--- config.mk ---
export PLATFORM = sky130hd
export DESIGN_NAME = gc_stream_scheduler
export DESIGN_NICKNAME = d
export VERILOG_FILES = /design/src/rtl/gc_sched_pkg.sv /design/src/rtl/gc_sched_fifo.sv /design/src/rtl/gc_stream_scheduler.sv
export SDC_FILE = /design/constraint.sdc
export NUM_CORES = 2
export LEC_CHECK = 0
export ABC_CLOCK_PERIOD_IN_PS = 36000
export CORE_ASPECT_RATIO = 1.75
export CORE_MARGIN = 1.5
export CORE_UTILIZATION = 60
export CTS_CLUSTER_DIAMETER = 100
export CTS_CLUSTER_SIZE = 14
export DETAILED_ROUTE_END_ITERATION = 10
export PLACE_DENSITY = 0.91
export RECOVER_POWER = 100
export SKIP_CTS_REPAIR_TIMING = 1
export SYNTH_ARGS = -nofsm -noshare
export SYNTH_HDL_FRONTEND = slang
export SYNTH_SLANG_ARGS = --single-unit
export TNS_END_PERCENT = 20
--- constraint.sdc ---
create_clock -name clk -period 36 [get_ports clk]
set_input_delay 5.4 -clock clk [delete_from_list [all_inputs] [get_ports clk]]
set_output_delay 5.4 -clock clk [all_outputs]
set_load 0.01 [all_outputs]
--- src/rtl/gc_sched_pkg.sv ---
// Shared tag encodings, run-state enum and push-decode helper for gc_stream_scheduler.
// The optional statistics counters are enabled with GC_SCHED_STATS_EN.
package gc_sched_pkg;

    localparam logic [2:0] TAG_NONE      = 3'b000;
    localparam logic [2:0] TAG_KEY       = 3'b001;
    localparam logic [2:0] TAG_TABLE     = 3'b010;
    localparam logic [2:0] TAG_MASK      = 3'b011;
    localparam int         TAG_LABEL_BIT = 2;

    typedef enum logic [2:0] {
        IDLE  = 3'd0,
        START = 3'd1,
        RUN   = 3'd2,
        DRAIN = 3'd3,
        DONE  = 3'd4
    } gc_state_e;

    // bit0 = push (index0, data0), bit1 = push (index1, data1)
    function automatic logic [1:0] push_mask(input logic [2:0] tag);
        logic [1:0] m;
        m = 2'b00;
        if (tag[TAG_LABEL_BIT]) begin
            m = tag[1:0];
        end else begin
            case (tag)
                TAG_KEY, TAG_TABLE: m = 2'b11;
                TAG_MASK:           m = 2'b01;
                TAG_NONE:           m = 2'b00;
                default:            m = 2'b00;
            endcase
        end
        return m;
    endfunction

endpackage

--- src/rtl/gc_sched_fifo.sv ---
// Dual-write, single-read FIFO; when both write ports fire, wd0 lands ahead of wd1.
// Callers must not push more than the free space reported through count.
module gc_sched_fifo
    import gc_sched_pkg::*;
#(
    parameter int W     = 8,
    parameter int DEPTH = 8
) (
    input  logic                       clk,
    input  logic                       rst,
    input  logic                       we0,
    input  logic [W-1:0]               wd0,
    input  logic                       we1,
    input  logic [W-1:0]               wd1,
    input  logic                       re,
    output logic [W-1:0]               rd,
    output logic [$clog2(DEPTH):0]     count
);

    localparam int AW = $clog2(DEPTH);
    localparam int CW = AW + 1;

    logic [W-1:0]    r_mem [DEPTH];
    logic [AW-1:0]   r_wr_ptr;
    logic [AW-1:0]   r_rd_ptr;
    logic [CW-1:0]   r_count;
    logic [AW-1:0]   w_wa1;
    logic [1:0]      w_nwr;
    logic            w_rd_en;

    // Second write address skips past the first word only when it is written too.
    always_comb begin
        w_wa1   = r_wr_ptr + AW'(we0);
        w_nwr   = {1'b0, we0} + {1'b0, we1};
        w_rd_en = re && (r_count != {CW{1'b0}});
    end

    // Storage array; contents are don't-care until pointed at by a valid count.
    always_ff @(posedge clk) begin
        if (we0) r_mem[r_wr_ptr] <= wd0;
        if (we1) r_mem[w_wa1]    <= wd1;
    end

    // Pointer and occupancy tracking; pointers wrap modulo DEPTH.
    always_ff @(posedge clk or negedge rst) begin
        if (!rst) begin
            r_wr_ptr <= {AW{1'b0}};
            r_rd_ptr <= {AW{1'b0}};
            r_count  <= {CW{1'b0}};
        end else begin
            r_wr_ptr <= r_wr_ptr + AW'(w_nwr);
            r_rd_ptr <= r_rd_ptr + AW'(w_rd_en);
            r_count  <= r_count + CW'(w_nwr) - CW'(w_rd_en);
        end
    end

    assign rd    = r_mem[r_rd_ptr];
    assign count = r_count;

endmodule

--- src/rtl/gc_stream_scheduler.sv ---
// Runs one GarbledCircuit pass and serialises its 0/1/2-word-per-cycle output onto a host stream.
// Define GC_SCHED_STATS_EN to add the stat_words / stat_stall / stat_drop counters.
module gc_stream_scheduler
    import gc_sched_pkg::*;
#(
    parameter int S     = 16,
    parameter int K     = 128,
    parameter int CC    = 1,
    parameter int DEPTH = 8
) (
    input  logic          clk,
    input  logic          rst,
    input  logic          host_start,
    output logic          gc_start,
    input  logic [2:0]    gc_tag,
    input  logic [S-1:0]  gc_cid,
    input  logic [S-1:0]  gc_index0,
    input  logic [S-1:0]  gc_index1,
    input  logic [K-1:0]  gc_data0,
    input  logic [K-1:0]  gc_data1,
    output logic          out_valid,
    input  logic          out_ready,
    output logic [2:0]    out_tag,
    output logic [S-1:0]  out_cid,
    output logic [S-1:0]  out_index,
    output logic [K-1:0]  out_data,
    output logic          busy,
    output logic          done,
    output logic          overflow
`ifdef GC_SCHED_STATS_EN
    ,
    output logic [31:0]   stat_words,
    output logic [31:0]   stat_stall,
    output logic [15:0]   stat_drop
`endif
);

    localparam int CW = $clog2(DEPTH) + 1;

    typedef struct packed {
        logic [2:0]   tag;
        logic [S-1:0] cid;
        logic [S-1:0] index;
        logic [K-1:0] data;
    } entry_t;

    gc_state_e       r_state;
    gc_state_e       w_state_nxt;
    logic            r_cap_valid;
    logic [2:0]      r_tag;
    logic [S-1:0]    r_cid;
    logic [S-1:0]    r_idx0;
    logic [S-1:0]    r_idx1;
    logic [K-1:0]    r_d0;
    logic [K-1:0]    r_d1;
    logic            r_gc_start;
    logic            r_busy;
    logic            r_done;
    logic            r_overflow;
    logic            w_exit;
    logic [1:0]      w_mask;
    logic [1:0]      w_need;
    logic [CW-1:0]   w_free;
    logic            w_drop;
    logic            w_we0;
    logic            w_we1;
    logic            w_pop;
    logic            w_valid;
    logic [CW-1:0]   w_count;
    entry_t          w_wd0;
    entry_t          w_wd1;
    entry_t          w_head;

    // gc_* capture; r_cap_valid marks samples taken while the run was live.
    always_ff @(posedge clk or negedge rst) begin
        if (!rst) begin
            r_cap_valid <= 1'b0;
            r_tag       <= 3'b000;
            r_cid       <= {S{1'b0}};
            r_idx0      <= {S{1'b0}};
            r_idx1      <= {S{1'b0}};
            r_d0        <= {K{1'b0}};
            r_d1        <= {K{1'b0}};
        end else begin
            r_cap_valid <= (r_state == RUN);
            r_tag       <= gc_tag;
            r_cid       <= gc_cid;
            r_idx0      <= gc_index0;
            r_idx1      <= gc_index1;
            r_d0        <= gc_data0;
            r_d1        <= gc_data1;
        end
    end

    // Decode and all-or-nothing space check against start-of-cycle occupancy.
    always_comb begin
        w_exit = (r_state == RUN) && r_cap_valid && (r_cid == S'(CC));
        w_mask = 2'b00;
        if ((r_state == RUN) && r_cap_valid && !w_exit) begin
            w_mask = push_mask(r_tag);
        end else begin
            w_mask = 2'b00;
        end
        w_need = {1'b0, w_mask[0]} + {1'b0, w_mask[1]};
        w_free = CW'(DEPTH) - w_count;
        w_drop = (w_need != 2'b00) && (CW'(w_need) > w_free);
        w_we0  = w_mask[0] && !w_drop;
        w_we1  = w_mask[1] && !w_drop;
        w_wd0  = '{tag: r_tag, cid: r_cid, index: r_idx0, data: r_d0};
        w_wd1  = '{tag: r_tag, cid: r_cid, index: r_idx1, data: r_d1};
    end

    gc_sched_fifo #(
        .W     ($bits(entry_t)),
        .DEPTH (DEPTH)
    ) u_fifo (
        .clk   (clk),
        .rst   (rst),
        .we0   (w_we0),
        .wd0   (w_wd0),
        .we1   (w_we1),
        .wd1   (w_wd1),
        .re    (w_pop),
        .rd    (w_head),
        .count (w_count)
    );

    // Head presentation; fields are forced to zero whenever nothing is queued.
    always_comb begin
        w_valid   = (w_count != {CW{1'b0}});
        w_pop     = w_valid && out_ready;
        out_valid = w_valid;
        if (w_valid) begin
            out_tag   = w_head.tag;
            out_cid   = w_head.cid;
            out_index = w_head.index;
            out_data  = w_head.data;
        end else begin
            out_tag   = 3'b000;
            out_cid   = {S{1'b0}};
            out_index = {S{1'b0}};
            out_data  = {K{1'b0}};
        end
    end

    // Run-sequencing state register.
    always_ff @(posedge clk or negedge rst) begin
        if (!rst) begin
            r_state <= IDLE;
        end else begin
            r_state <= w_state_nxt;
        end
    end

    // Next-state logic; host_start is only honoured between runs.
    always_comb begin
        w_state_nxt = r_state;
        case (r_state)
            IDLE:    if (host_start) w_state_nxt = START; else w_state_nxt = IDLE;
            START:   w_state_nxt = RUN;
            RUN:     if (w_exit) w_state_nxt = DRAIN; else w_state_nxt = RUN;
            DRAIN:   if (!w_valid) w_state_nxt = DONE; else w_state_nxt = DRAIN;
            DONE:    if (host_start) w_state_nxt = START; else w_state_nxt = DONE;
            default: w_state_nxt = IDLE;
        endcase
    end

    // Status flags registered from the next state so they align with r_state.
    always_ff @(posedge clk or negedge rst) begin
        if (!rst) begin
            r_gc_start <= 1'b0;
            r_busy     <= 1'b0;
            r_done     <= 1'b0;
            r_overflow <= 1'b0;
        end else begin
            r_gc_start <= (w_state_nxt == START);
            r_busy     <= (w_state_nxt == START) || (w_state_nxt == RUN) || (w_state_nxt == DRAIN);
            r_done     <= (w_state_nxt == DONE);
            if (w_state_nxt == START) r_overflow <= 1'b0;
            else if (w_drop)          r_overflow <= 1'b1;
        end
    end

    assign gc_start = r_gc_start;
    assign busy     = r_busy;
    assign done     = r_done;
    assign overflow = r_overflow;

`ifdef GC_SCHED_STATS_EN
    logic [31:0] r_stat_words;
    logic [31:0] r_stat_stall;
    logic [15:0] r_stat_drop;

    // Saturating run statistics, cleared on entry to START.
    always_ff @(posedge clk or negedge rst) begin
        if (!rst) begin
            r_stat_words <= 32'h0000_0000;
            r_stat_stall <= 32'h0000_0000;
            r_stat_drop  <= 16'h0000;
        end else if (w_state_nxt == START) begin
            r_stat_words <= 32'h0000_0000;
            r_stat_stall <= 32'h0000_0000;
            r_stat_drop  <= 16'h0000;
        end else begin
            if (w_pop && (r_stat_words != 32'hFFFF_FFFF)) r_stat_words <= r_stat_words + 32'd1;
            if (w_valid && !out_ready && (r_stat_stall != 32'hFFFF_FFFF))
                r_stat_stall <= r_stat_stall + 32'd1;
            if (w_drop) begin
                if (r_stat_drop > (16'hFFFF - {14'd0, w_need})) r_stat_drop <= 16'hFFFF;
                else                                            r_stat_drop <= r_stat_drop + {14'd0, w_need};
            end
        end
    end

    assign stat_words = r_stat_words;
    assign stat_stall = r_stat_stall;
    assign stat_drop  = r_stat_drop;
`endif

endmodule

Word level (Yosys, flattened, before mapping):

Memories as Yosys holds them, arrays and structs flattened.
Index checks and enable logic that the tools add are counted.

* $add $sub $neg: 8
* bitwise operators: 0
* $lt $le $gt $ge: 1
* equal/unequal tests: 12
* reduce and logical (&&, ||, !) cells: 17
* multiplexer cells: 18
* div/mod/pow operators: 0
* multipliers: 0
* shifts and indexed selects: 0

Operators by type and width (count)
* two-way mux 128 bit: 1
* two-way mux 16 bit: 2
* equality test 3 x 2 -> 1 bit (second input constant): 6
* equality test 16 x 1 -> 1 bit (second input constant): 1
* one-hot mux 3 bit (5 select lines): 1
* equality test 3 x 1 -> 1 bit (second input constant): 3
* two-way mux 3 bit: 3
* logical AND 1 bit: 8
* two-way mux 1 bit: 8
* adder 3 x 1 -> 3 bit: 2
* equality test 3 bit (second input constant): 2
* adder 1 x 1 -> 2 bit: 2
* adder 4 x 2 -> 4 bit: 1
* > comparator 2 x 4 -> 1 bit: 1
* two-way mux 2 bit: 2
* one-hot mux 2 bit (2 select lines): 1
* nonzero test 2 bit: 2
* nonzero test 4 bit: 1
* subtractor 4 x 1 -> 4 bit: 1
* subtractor 4 bit (first input constant): 1
* adder 3 x 2 -> 3 bit: 1
* logical NOT 3 bit: 1
* logical NOT 1 bit: 2
* logical OR 1 bit: 2
* OR reduction 2 bit: 1

* output and inout port bits: 168
* logic and storage cells: 72
* flip-flop bits (word level): 325
* memories kept: 1
* bits in latches: 0
* memory bits (writable): 1304
* ROM bits: 0

Memory list
* u_fifo.r_mem: depth 8, bits a word 163, read ports 1, clocked after Yosys merged registers in 0, wr ports 2, RTL line gc_sched_fifo.sv:23 `logic [W-1:0] r_mem [DEPTH];`

Depth between registers and ports, before layout:

* word-level depth: 14
* depth in mapped cells: 22

Modules after synthesis:

Synthesis repeated with hierarchy kept, for this count alone.

* cell total of the unflattened synthesis: 3952
* area total of the unflattened synthesis: 74351.3 um^2

By module, submodules not included
* gc_sched_fifo: area each 64992.3 um^2, seq. area each 39407.8 um^2, cells an instance 3401, instances 1
* gc_stream_scheduler: area each 9359.0 um^2, seq. area each 7882.6 um^2, cells an instance 551, instances 1

Least setup slack after synthesis:

Ideal clock, no wire load.

* kind: register -> register
* start point: register r_cid[1]
* end point: memory u_fifo.r_mem[1][0] (netlist bit), enable pin
* setup slack: 21035 ps
* arrival: 14042 ps
* data required time: 35077 ps
* buffers on the path: 0
* cell stages (with the launch flop): 12
* period minus slack after synthesis: 14965 ps
* cell sequence: dfrtp_1 > nor4b_1 > nand4_1 > nand2_1 > inv_1 > ha_1 > ha_1 > nor2b_1 > o211a_1 > nand2_1 > nand2_1 > o31ai_1

RTL lines
* from (decl): RTL line gc_stream_scheduler.sv:51 `logic [S-1:0] r_cid;`
* from (signal assigned): RTL line gc_stream_scheduler.sv:79 `r_cid <= {S{1'b0}};`
* from (signal assigned): RTL line gc_stream_scheduler.sv:87 `r_cid <= gc_cid;`
* to (decl): RTL line gc_sched_fifo.sv:23

==> flow_summary_export.csv <==
group,metric,value,unit
run_status,status,"finished with violations",
run_status,violations,"max-capacitance violations, max-slew violations",
logic_synthesis,ys_top_cells_by_area,"edfxtp_1, mux2_2, dfrtp_1, mux4_2, mux2i_1",
clock_tree,numCtsBuffers,135,
power,power_frac_seq,41.8,%
floorplanning,die_h,462,um
timing,finalCritPeriodShare,43.1,%
setup_path,max_stage_delay,3710,ps
logic_synthesis,synth_cell_types,48,
timing,rsz0062_at_grt,"false",
logic_synthesis,synth_top_area_share,54.3,%
timing,whs,519,ps
floorplanning,chipWidth,265,um
logic_synthesis,synth_common_cells,"edfxtp_1, mux2_2, mux4_2",
setup_path,crit_fanout,86,
logic_synthesis,syn_avg_cell_area,19.0,sq um
setup_path,reg2regPathDepth,18,
logic_synthesis,syn_area,72200,sq um
route,initialDrtViolationCount,4023,
route,wirelength,182000,um
placed_design,hpwl,94500,um
global_route,grt_pass1_vias,41796,
setup_path,timing.critical_path.mode_cell,"clkbuf_1",
clock_tree,clk_pin_slew,70,ps
setup_path,crit_type,"input port to asynchronous set/reset pin",
logic_synthesis,synth_async_sr_flop_share,20.0,%
timing,finalMaxSlewViolations,3054,
clock_tree,cts_tree,"built",
logic_synthesis,yosys.area.top_type,"edfxtp_1",
clock_tree,clock_latency,800,ps
setup_path,start_kind,"input port",
placed_design,gp_congestion,0.766,
power,p_leak,28.0,nW
layout,nets,4566,
placed_design,dpl_cell_area,78300,sq um
timing,setup-tns-final,0,ps
power,ir_worst_vdd,0.0636,mV
placed_design,portBuffers,478,
route,wire_per_inst,30.8,um
clock_tree,h-tree-depth,4,
logic_synthesis,synth_warnings,0,
clock_tree,clock_sinks,1629,
setup_path,critical_path.cell_chain,"clkbuf_1, clkbuf_1, clkbuf_1",
setup_path,reg2reg_slack,21470,ps
flow_run,drv_cap,63,
setup_path,timing.rr.start,"r_cid[10]",
power,p_clk_share,20.5,%
floorplanning,row_count,168,
logic_synthesis,synth_edf_count,1304,
logic_synthesis,synth_nets,4122,
placed_design,place_ws,26440,ps
global_route,grtUsageTotal,29.8,%
timing,worst_slack,20490,ps
clock_tree,cts_buffer_depth,3,
route,ant_nets,0,
min_path,hp-start,"overflow",
layout,fin_area,81800,sq um
global_route,grt_max_degree,119,
global_route,overflow,0,
setup_path,crit_slowest_cell,"clkbuf_1",
power,intPower,0.00456,W
route,vias_per_cell,6.66,
global_route,antenna_found_initial,41,
floorplanning,io_pins,479,
timing,max_slew.worst_pin.slew,9440,ps
power,p_comb_share,37.7,%
setup_path,required,35470,ps
layout,area_growth,13.3,%
power,p_switching,0.00222,W
logic_synthesis,ys_ff_latch,1629,
floorplanning,dieArea,122000,sq um
layout,drive_gt1_share,36.0,%
min_path,hold_path.class,"register to register",
timing,min_period,15510,ps
route,drc,0,
route,drt_pass1_iterations,6,
logic_synthesis,yosysMostFrequentCell,"edfxtp_1",
power,powerDensity,83.0,nW/um^2
floorplanning,initial_utilization,60.3,%
min_path,hold_depth,2,
timing,fmax,64.5,MHz
setup_path,worstPathArrival,14980,ps
setup_path,end_kind,"asynchronous set/reset pin",
timing,slew_headroom,-530,%
clock_tree,cts-root-buf,"clkbuf_16",
timing,finalHoldViolCount,0,
logic_synthesis,ys.flop_type,"edfxtp_1",
logic_synthesis,synth_seq_area_share,65.5,%
timing,clock_skew,30.3,ps
route,vias,39227,
global_route,grt_pass1_wl,268000,um
min_path,hold_end,"overflow",
logic_synthesis,synthCells,3791,
power,power.total,0.00678,W
timing,setup_viol,0,
setup_path,r2r-end,"u_fifo.r_mem[5][17]",
floorplanning,core,120000,sq um
power,p_sw_share,32.8,%
[critical path: cells and delay by family]
| kind | cells | cell delay (ps) |
|---|---|---|
| buffers and inverters | 3 | 9430 |
[final cells by class]
class	instances	area, sq um
diodes	18	45.0
clock buffers	224	3710
clock inverters	17	272
fillers	7281	37800
inverters	21	78.8
multi-input cells	1905	23400
flip-flops and latches	1629	47300
well taps	1530	1910
repair buffers	543	5090
[worst max path at each step]
stage	startpoint	cells past startpoint	endpoint	slack [ps]
after floorplan	r_cid[1]	11	u_fifo.r_mem[1][0]	21030
after global placement	u_fifo.r_rd_ptr[0]	6	out_data[98]	26460
after detailed placement	u_fifo.r_rd_ptr[0]	6	out_data[98]	26440
after CTS	u_fifo.r_rd_ptr[0]	6	out_tag[1]	25550
after global routing	rst	3	u_fifo.r_rd_ptr[2]	18540
final	rst	3	u_fifo.r_rd_ptr[2]	20490
[flip-flops by register name (all words and copies together) (netlist names), 3 cells and up]
register and cells:
r_d1 128, r_cid 16, r_idx1 16, r_tag 3, r_idx0 16, u_fifo.count 4
u_fifo.r_wr_ptr 3, u_fifo.r_rd_ptr 3, u_fifo.r_mem 1304, r_state 3, r_d0 128
[power by group through the flow]
stage | logic, W | clock network, W | registers (W)
CTS | 0.00263 | 0.00141 | 0.00279
global route | 0.00268 | 0.00147 | 0.00287
finish | 0.00256 | 0.00139 | 0.00284
floorplan | 0.00159 | 0 | 0.00286
detailed placement | 0.00260 | 0 | 0.00282
global placement | 0.00256 | 0 | 0.00278
[per-layer routing]
metal  GRT usage [%]  part of all wire (%)  vias to the layer above  wire [um]
met2            50.5                    51                     2270      92300
met4            11.3                   3.1                       56       5670
met3            7.48                   9.7                      440      17700
met5               0                  0.19                        -        354
li1                -                     -                    16018          -
met1            37.1                    36                    20443      65600
[stage by stage]
stage               instances  utilization [%]
detailed placement       5628             65.5
CTS                      5869             68.8
global placement         5628             65.5
finish                   5887             68.4
global route             5874             68.4
floorplan                3791                -
[cells by family (layout without fill, tap and decap cells)]
group	count (synthesis)	count (layout)	share of synthesized area, %
muxes	1641	1641	30.7
DFF	1629	1629	65.5
buffers and inverters	257	805	1.82
and+or+nand+nor	213	213	1.25
adders and majority gates	20	20	0.368
AOI/OAI and AO/OA	20	20	0.213
xor gates and xnor gates	11	11	0.134
other	0	18	0
[cell usage in the layout (no fill, tap or decap), drive strengths merged, types with 3 or more instances in the layout]
cell type    instances
edfxtp            1304
mux2              1152
dlygate4sd3        475
mux4               326
dfrtp              325
clkbuf             278
nor2               175
mux2i              163
inv                 28
diode               18
ha                  18
buf                 12
clkinv               9
nand2                7
nand2b               6
xnor2                6
xor2                 5
o21ai                4
nor3                 4
nor4                 3
a21oi                3
and2                 3
(Power assumes the default switching activity.)
